$ cat src/rtl/systolic_sequencer.sv
// Command sequencer for the ARR_SIZE x ARR_SIZE systolic array: weight preload and matmul phases.
// Optional SEQ_PERF_CNT_EN adds saturating busy/stall cycle counters (perf_cycles, perf_stall).
module systolic_sequencer #(
    parameter int ARR_SIZE  = 4,
    parameter int ADDR_W    = 15,
    parameter int LEN_W     = 8,
    parameter int OP_ADDR_W = 4,
    localparam int SEL_W    = (ARR_SIZE > 1) ? $clog2(ARR_SIZE) : 1
) (
    input  logic                 clk,
    input  logic                 reset,
    input  logic                 cmd_valid,
    output logic                 cmd_ready,
    input  logic [1:0]           cmd_op,
    input  logic [ADDR_W-1:0]    cmd_base,
    input  logic [LEN_W-1:0]     cmd_len,
    input  logic                 inp_empty,
    output logic                 wt_rd_en,
    output logic [ADDR_W-1:0]    wt_addr,
    output logic                 inp_rd_en,
    output logic [ADDR_W-1:0]    inp_addr,
    output logic                 mac_wt_load,
    output logic                 mac_en,
    output logic                 acc_reset,
    output logic [SEL_W-1:0]     acc_sel,
    output logic                 op_wr_en,
    output logic [OP_ADDR_W-1:0] op_addr,
    output logic                 busy,
    output logic                 done,
    output logic                 cmd_err
`ifdef SEQ_PERF_CNT_EN
    ,
    output logic [31:0]          perf_cycles,
    output logic [31:0]          perf_stall
`endif
);

    localparam int FLUSH_N = 2 * ARR_SIZE - 1;
    localparam int CNT_W   = (LEN_W > $clog2(2 * ARR_SIZE)) ? LEN_W : $clog2(2 * ARR_SIZE);
    localparam logic [CNT_W-1:0] LAST_ROW   = CNT_W'(ARR_SIZE - 1);
    localparam logic [CNT_W-1:0] LAST_FLUSH = CNT_W'(FLUSH_N - 1);

    typedef enum logic [2:0] {IDLE, LOAD, CLR, STREAM, FLUSH, DRAIN, FIN} state_t;

    state_t             state, state_nxt;
    logic [CNT_W-1:0]   cnt, cnt_nxt;
    logic [ADDR_W-1:0]  base_q;
    logic [LEN_W-1:0]   len_q;
    logic               flush_step;
    logic               wt_load_p1, mac_step_p1, done_nop_p1, err_p1;

    always_comb begin
        state_nxt  = state;
        cnt_nxt    = cnt;
        cmd_ready  = 1'b0;
        wt_rd_en   = 1'b0;
        wt_addr    = '0;
        inp_rd_en  = 1'b0;
        inp_addr   = '0;
        acc_reset  = 1'b0;
        acc_sel    = '0;
        op_wr_en   = 1'b0;
        op_addr    = '0;
        flush_step = 1'b0;
        case (state)
            IDLE: begin
                cmd_ready = 1'b1;
                cnt_nxt   = '0;
                if (cmd_valid) begin
                    case (cmd_op)
                        2'b01:   state_nxt = LOAD;
                        2'b10:   state_nxt = CLR;
                        default: state_nxt = IDLE;
                    endcase
                end
            end
            LOAD: begin
                wt_rd_en = 1'b1;
                wt_addr  = base_q + ADDR_W'(cnt);
                if (cnt == LAST_ROW) begin
                    state_nxt = FIN;
                    cnt_nxt   = '0;
                end else begin
                    cnt_nxt = cnt + 1'b1;
                end
            end
            CLR: begin
                acc_reset = 1'b1;
                cnt_nxt   = '0;
                state_nxt = (len_q == '0) ? FLUSH : STREAM;
            end
            STREAM: begin
                // the address holds on the current element while the buffer is empty
                inp_addr = base_q + ADDR_W'(cnt);
                if (!inp_empty) begin
                    inp_rd_en = 1'b1;
                    if (cnt == CNT_W'(len_q) - CNT_W'(1)) begin
                        state_nxt = FLUSH;
                        cnt_nxt   = '0;
                    end else begin
                        cnt_nxt = cnt + 1'b1;
                    end
                end
            end
            FLUSH: begin
                flush_step = 1'b1;
                if (cnt == LAST_FLUSH) begin
                    state_nxt = DRAIN;
                    cnt_nxt   = '0;
                end else begin
                    cnt_nxt = cnt + 1'b1;
                end
            end
            DRAIN: begin
                op_wr_en = 1'b1;
                op_addr  = OP_ADDR_W'(cnt);
                acc_sel  = SEL_W'(cnt);
                if (cnt == LAST_ROW) begin
                    state_nxt = FIN;
                    cnt_nxt   = '0;
                end else begin
                    cnt_nxt = cnt + 1'b1;
                end
            end
            FIN: state_nxt = IDLE;
            default: state_nxt = IDLE;
        endcase
        busy    = (state != IDLE);
        done    = (state == FIN) || done_nop_p1;
        cmd_err = err_p1;
    end

    always_ff @(posedge clk or negedge reset) begin
        if (!reset) begin
            state       <= IDLE;
            cnt         <= '0;
            wt_load_p1  <= 1'b0;
            mac_step_p1 <= 1'b0;
            done_nop_p1 <= 1'b0;
            err_p1      <= 1'b0;
        end else begin
            state       <= state_nxt;
            cnt         <= cnt_nxt;
            // stage p1: array sidebands line up with the buffer's one-cycle read latency
            wt_load_p1  <= wt_rd_en;
            mac_step_p1 <= inp_rd_en || flush_step;
            done_nop_p1 <= cmd_valid && cmd_ready && (cmd_op == 2'b00);
            err_p1      <= cmd_valid && cmd_ready && (cmd_op == 2'b11);
        end
    end

    always_ff @(posedge clk) begin
        if (cmd_valid && cmd_ready) begin
            base_q <= cmd_base;
            len_q  <= cmd_len;
        end
    end

    assign mac_wt_load = wt_load_p1;
    assign mac_en      = mac_step_p1;

`ifdef SEQ_PERF_CNT_EN
    function automatic logic [31:0] sat_inc(input logic [31:0] v);
        return (v == 32'hFFFF_FFFF) ? v : v + 32'd1;
    endfunction

    always_ff @(posedge clk or negedge reset) begin
        if (!reset) begin
            perf_cycles <= '0;
            perf_stall  <= '0;
        end else begin
            if (busy)
                perf_cycles <= sat_inc(perf_cycles);
            if (state == STREAM && inp_empty)
                perf_stall <= sat_inc(perf_stall);
        end
    end
`endif

endmodule

$ cat config.mk
export PLATFORM = sky130hd
export DESIGN_NAME = systolic_sequencer
export DESIGN_NICKNAME = d
export VERILOG_FILES = /design/src/rtl/systolic_sequencer.sv
export SDC_FILE = /design/constraint.sdc
export NUM_CORES = 1
export LEC_CHECK = 0
export ABC_CLOCK_PERIOD_IN_PS = 3000
export CAP_MARGIN = 20
export CORE_AREA = 2 2 76 78
export DETAILED_ROUTE_END_ITERATION = 10
export DIE_AREA = 0 0 78 80
export PLACE_DENSITY_LB_ADDON = 0.05
export SYNTH_ARGS = -nofsm -noshare
export SYNTH_HDL_FRONTEND = slang
export SYNTH_SLANG_ARGS = --single-unit
$ cat constraint.sdc
create_clock -name clk -period 3 [get_ports clk]
set_input_delay 0.6 -clock clk [delete_from_list [all_inputs] [get_ports clk]]
set_output_delay 0.6 -clock clk [all_outputs]
set_load 0.03 [all_outputs]
==> impl_metrics.json <==
{
  "ys_seq_area_frac": 0.4316,
  "slowest_delay_ns": 0.40,
  "crit_arrival_ns": 2.42,
  "cts_buffers": 5,
  "slew_violations": 0,
  "ys_types": 49,
  "port_buffers": 74,
  "synth_warnings": 0,
  "drtPass1Iterations": 4,
  "synth_common_cells": "39 x nor2_1, 23 x edfxtp_1, 21 x nand2_1, 15 x a21oi_1, 15 x dfrtp_1",
  "synth_top_area_frac": 0.2796,
  "finalSetupViolCount": 3,
  "gp_congestion": 0.8685,
  "ant_nets": 0,
  "synth_area_um2": 2470,
  "end_kind": "output port",
  "worstSetupStartpointType": "flop",
  "fin_crit_ns": 3.024,
  "vias": 2221,
  "r2r-start": "len_q[0]",
  "rsz0062_at_grt": "yes",
  "vdd_drop_max_v": 0.0003628,
  "cpMaxStageDelayCell": "dfrtp_1",
  "violations": "negative setup slack",
  "hold_path_class": "flop to flop",
  "synth_top_family_by_area": "simple AND/OR/NAND/NOR gates",
  "hold_viol": 0,
  "syn_inst": 264,
  "p_per_area_nw_per_um2": 702.9,
  "rows": 27,
  "fin_nets": 396,
  "dieArea_um2": 6240,
  "diodes": 0,
  "avgSynthCellArea_um2": 9.356,
  "synth_mux_area_frac": 0.01266,
  "die_x_um": 78,
  "cts.sinks": 38,
  "coreArea_um2": 5405,
  "ctsHoldBuffers": 0,
  "drt_wl_total_um": 5919,
  "clkTransAtPathRegs_ns": 0.08,
  "tightestPinTransition_ns": 0.7877,
  "syn-num-nets": 306,
  "initial_core_util": 0.4569,
  "synth-xor-area-share": 0.08105,
  "grt_pass1_vias": 2050,
  "drtIter0Drc": 134,
  "cp.buffers_inverters": 2,
  "synth_edf_count": 23,
  "holdWs_ns": 0.6469,
  "grt_pass1_wl_um": 9515,
  "p_leak_nw": 1.632,
  "fmax_mhz": 330.7,
  "vias_per_cell": 5.201,
  "fin_crit_sh": 1.008,
  "synth_top_cell_by_area": "edfxtp_1",
  "antenna_found_initial": 0,
  "drt-wirelength-per-cell_um": 13.86,
  "synth_ff_type": "edfxtp_1",
  "ys_ff_latch": 38,
  "cpMostUsedCell": "a21oi_2",
  "drive_gt1_frac": 0.2113,
  "hp-start": "cnt[3]",
  "grt.total_usage": 0.1950,
  "overflow": 0,
  "die_y_um": 80,
  "startpoint": "cnt[0]",
  "max_slew_margin": 0.4732,
  "synth_simple_gate_area_frac": 0.2361,
  "cp_max_fo": 3,
  "crit_type": "flop to output port",
  "p_total_mw": 2.508,
  "drc": 0,
  "dp_hpwl_um": 4386,
  "synth-compound-area-share": 0.1256,
  "synthArstFlopShare": 0.3947,
  "maxCapViolCount": 0,
  "grt_max_degree": 26,
  "syn_to_final_growth_pct": 44.48,
  "skew_ns": 0.01199,
  "synthAdderAreaFrac": 0.06890,
  "cts_tree": "done",
  "htreeDepth": 2,
  "io_pins": 75,
  "cts-root-buf": "clkbuf_8",
  "cp.required_ns": 2.40,
  "clockBufferDepth": 2,
  "setup_slack_ns": -0.02410,
  "ys_top_cells_by_area": "edfxtp_1 28%, dfrtp_1 15%, ha_1 6.1%",
  "outcome": "complete, but fails checks",
  "synth_most_common_cell": "nor2_1",
  "cp_top_family": "adder cells",
  "crit_chain": "ha_2 -> fa_2 -> a21oi_2 -> nor2_2 -> o31ai_4 -> a21oi_2 -> buf_6 -> nand3_2 -> xor2_1 -> nor2_1 -> buf_4",
  "clk_latency_ns": 0.30
}
==> cell usage in the layout, fill, tap and decap left out, types with 4 or more instances in the layout <==
cell / synthesis / layout
a21o_1: 6 / 6
a21oi_1: 15 / 11
and2_1: 6 / 6
and3_1: 11 / 11
buf_4: 2 / 36
clkbuf_8: 0 / 5
clkdlybuf4s50_1: 0 / 49
dfrtp_1: 15 / 15
edfxtp_1: 23 / 23
ha_1: 12 / 11
inv_1: 12 / 12
nand2_1: 21 / 20
nand3_1: 12 / 8
nor2_1: 39 / 38
nor2b_1: 4 / 4
nor3_1: 4 / 4
nor4_1: 4 / 4
o21ai_0: 7 / 6
xnor2_1: 12 / 9
xor2_1: 9 / 6
xor2_2: 1 / 4
==> stage by stage <==
stage | TNS, ns | setup WS (ns) | util | std cells | instance area [um2]
4_1_cts | -0.2184 | -0.06288 | 0.6426 | 426 | 3473
3_3_place_gp | -0.2827 | -0.1474 | 0.6160 | 416 | 3329
2_1_floorplan | 0 | 0.1590 | - | 264 | 2470
6_report | -0.06519 | -0.02410 | 0.6602 | 427 | 3568
3_5_place_dp | -0.5089 | -0.2587 | 0.6160 | 416 | 3329
5_1_grt | -1.154 | -0.1418 | 0.6602 | 427 | 3568
==> state kept, by name, summed over array words and instances, names as in the netlist <==
name / cells
base_q: 15
cnt: 8
len_q: 8
state: 3
cmd_err: 1
done_nop_p1: 1
mac_en: 1
mac_wt_load: 1
==> routing by layer <==
metal | wire [um] | vias to the layer above | GRT usage
li1 | - | 1105 | -
met3 | 278 | 7 | 0.04186
met1 | 2587 | 1041 | 0.2442
met2 | 2990 | 68 | 0.3371
met4 | 63 | 0 | 0.06140
met5 | 0 | - | 0
==> area by class of cell <==
cell class,instances,area (um2)
sequential,38,1066
timing repair buffer,95,859.6
tap,72,90.09
multi-input combinational,202,1418
inverter,12,45.04
clock inverter,3,21.27
fill,470,1837
clock buffer,5,68.82
==> cells by family (layout without fill, tap and decap cells) <==
logic type	Yosys count	count (layout)
AOI/OAI and AO/OA	46	46
xor gates and xnor gates	22	22
adders and majority gates	13	13
buffers and inverters	24	115
muxes	3	3
and+or+nand+nor	118	118
DFF	38	38
==> power by group <==
group | switching (mW) | internal (mW) | total, mW
clock | 0.191 | 0.163 | 0.354
combinational | 0.769 | 0.564 | 1.33
sequential | 0.127 | 0.695 | 0.822
==> final timing paths <==
path / to / slack (ns) / depth (start not counted)
setup / recovery: inp_addr[12] / -0.02 / 11
hold / removal: cnt[3] / 0.65 / 2
setup reg to reg: cnt[6] / 0.72 / 9
hold reg to reg: cnt[3] / 0.65 / 2
max in group asynchronous: cnt[7] / 1.75 / 1
min in group asynchronous: state[2] / 0.75 / 1
==> tightest hold or removal path, stage by stage (launching register included) <==
cell and delay [ns]:
dfrtp_1 0.37, buf_4 0.16, mux2i_1 0.07
==> what timing repair did <==
action	CTS	global route
buffers inserted	3	1
resized for setup	27	19
hold endpoints to repair	0	0
endpoints found under the setup margin	23	23
pin swaps	7	8
(Power assumes the default switching activity.)
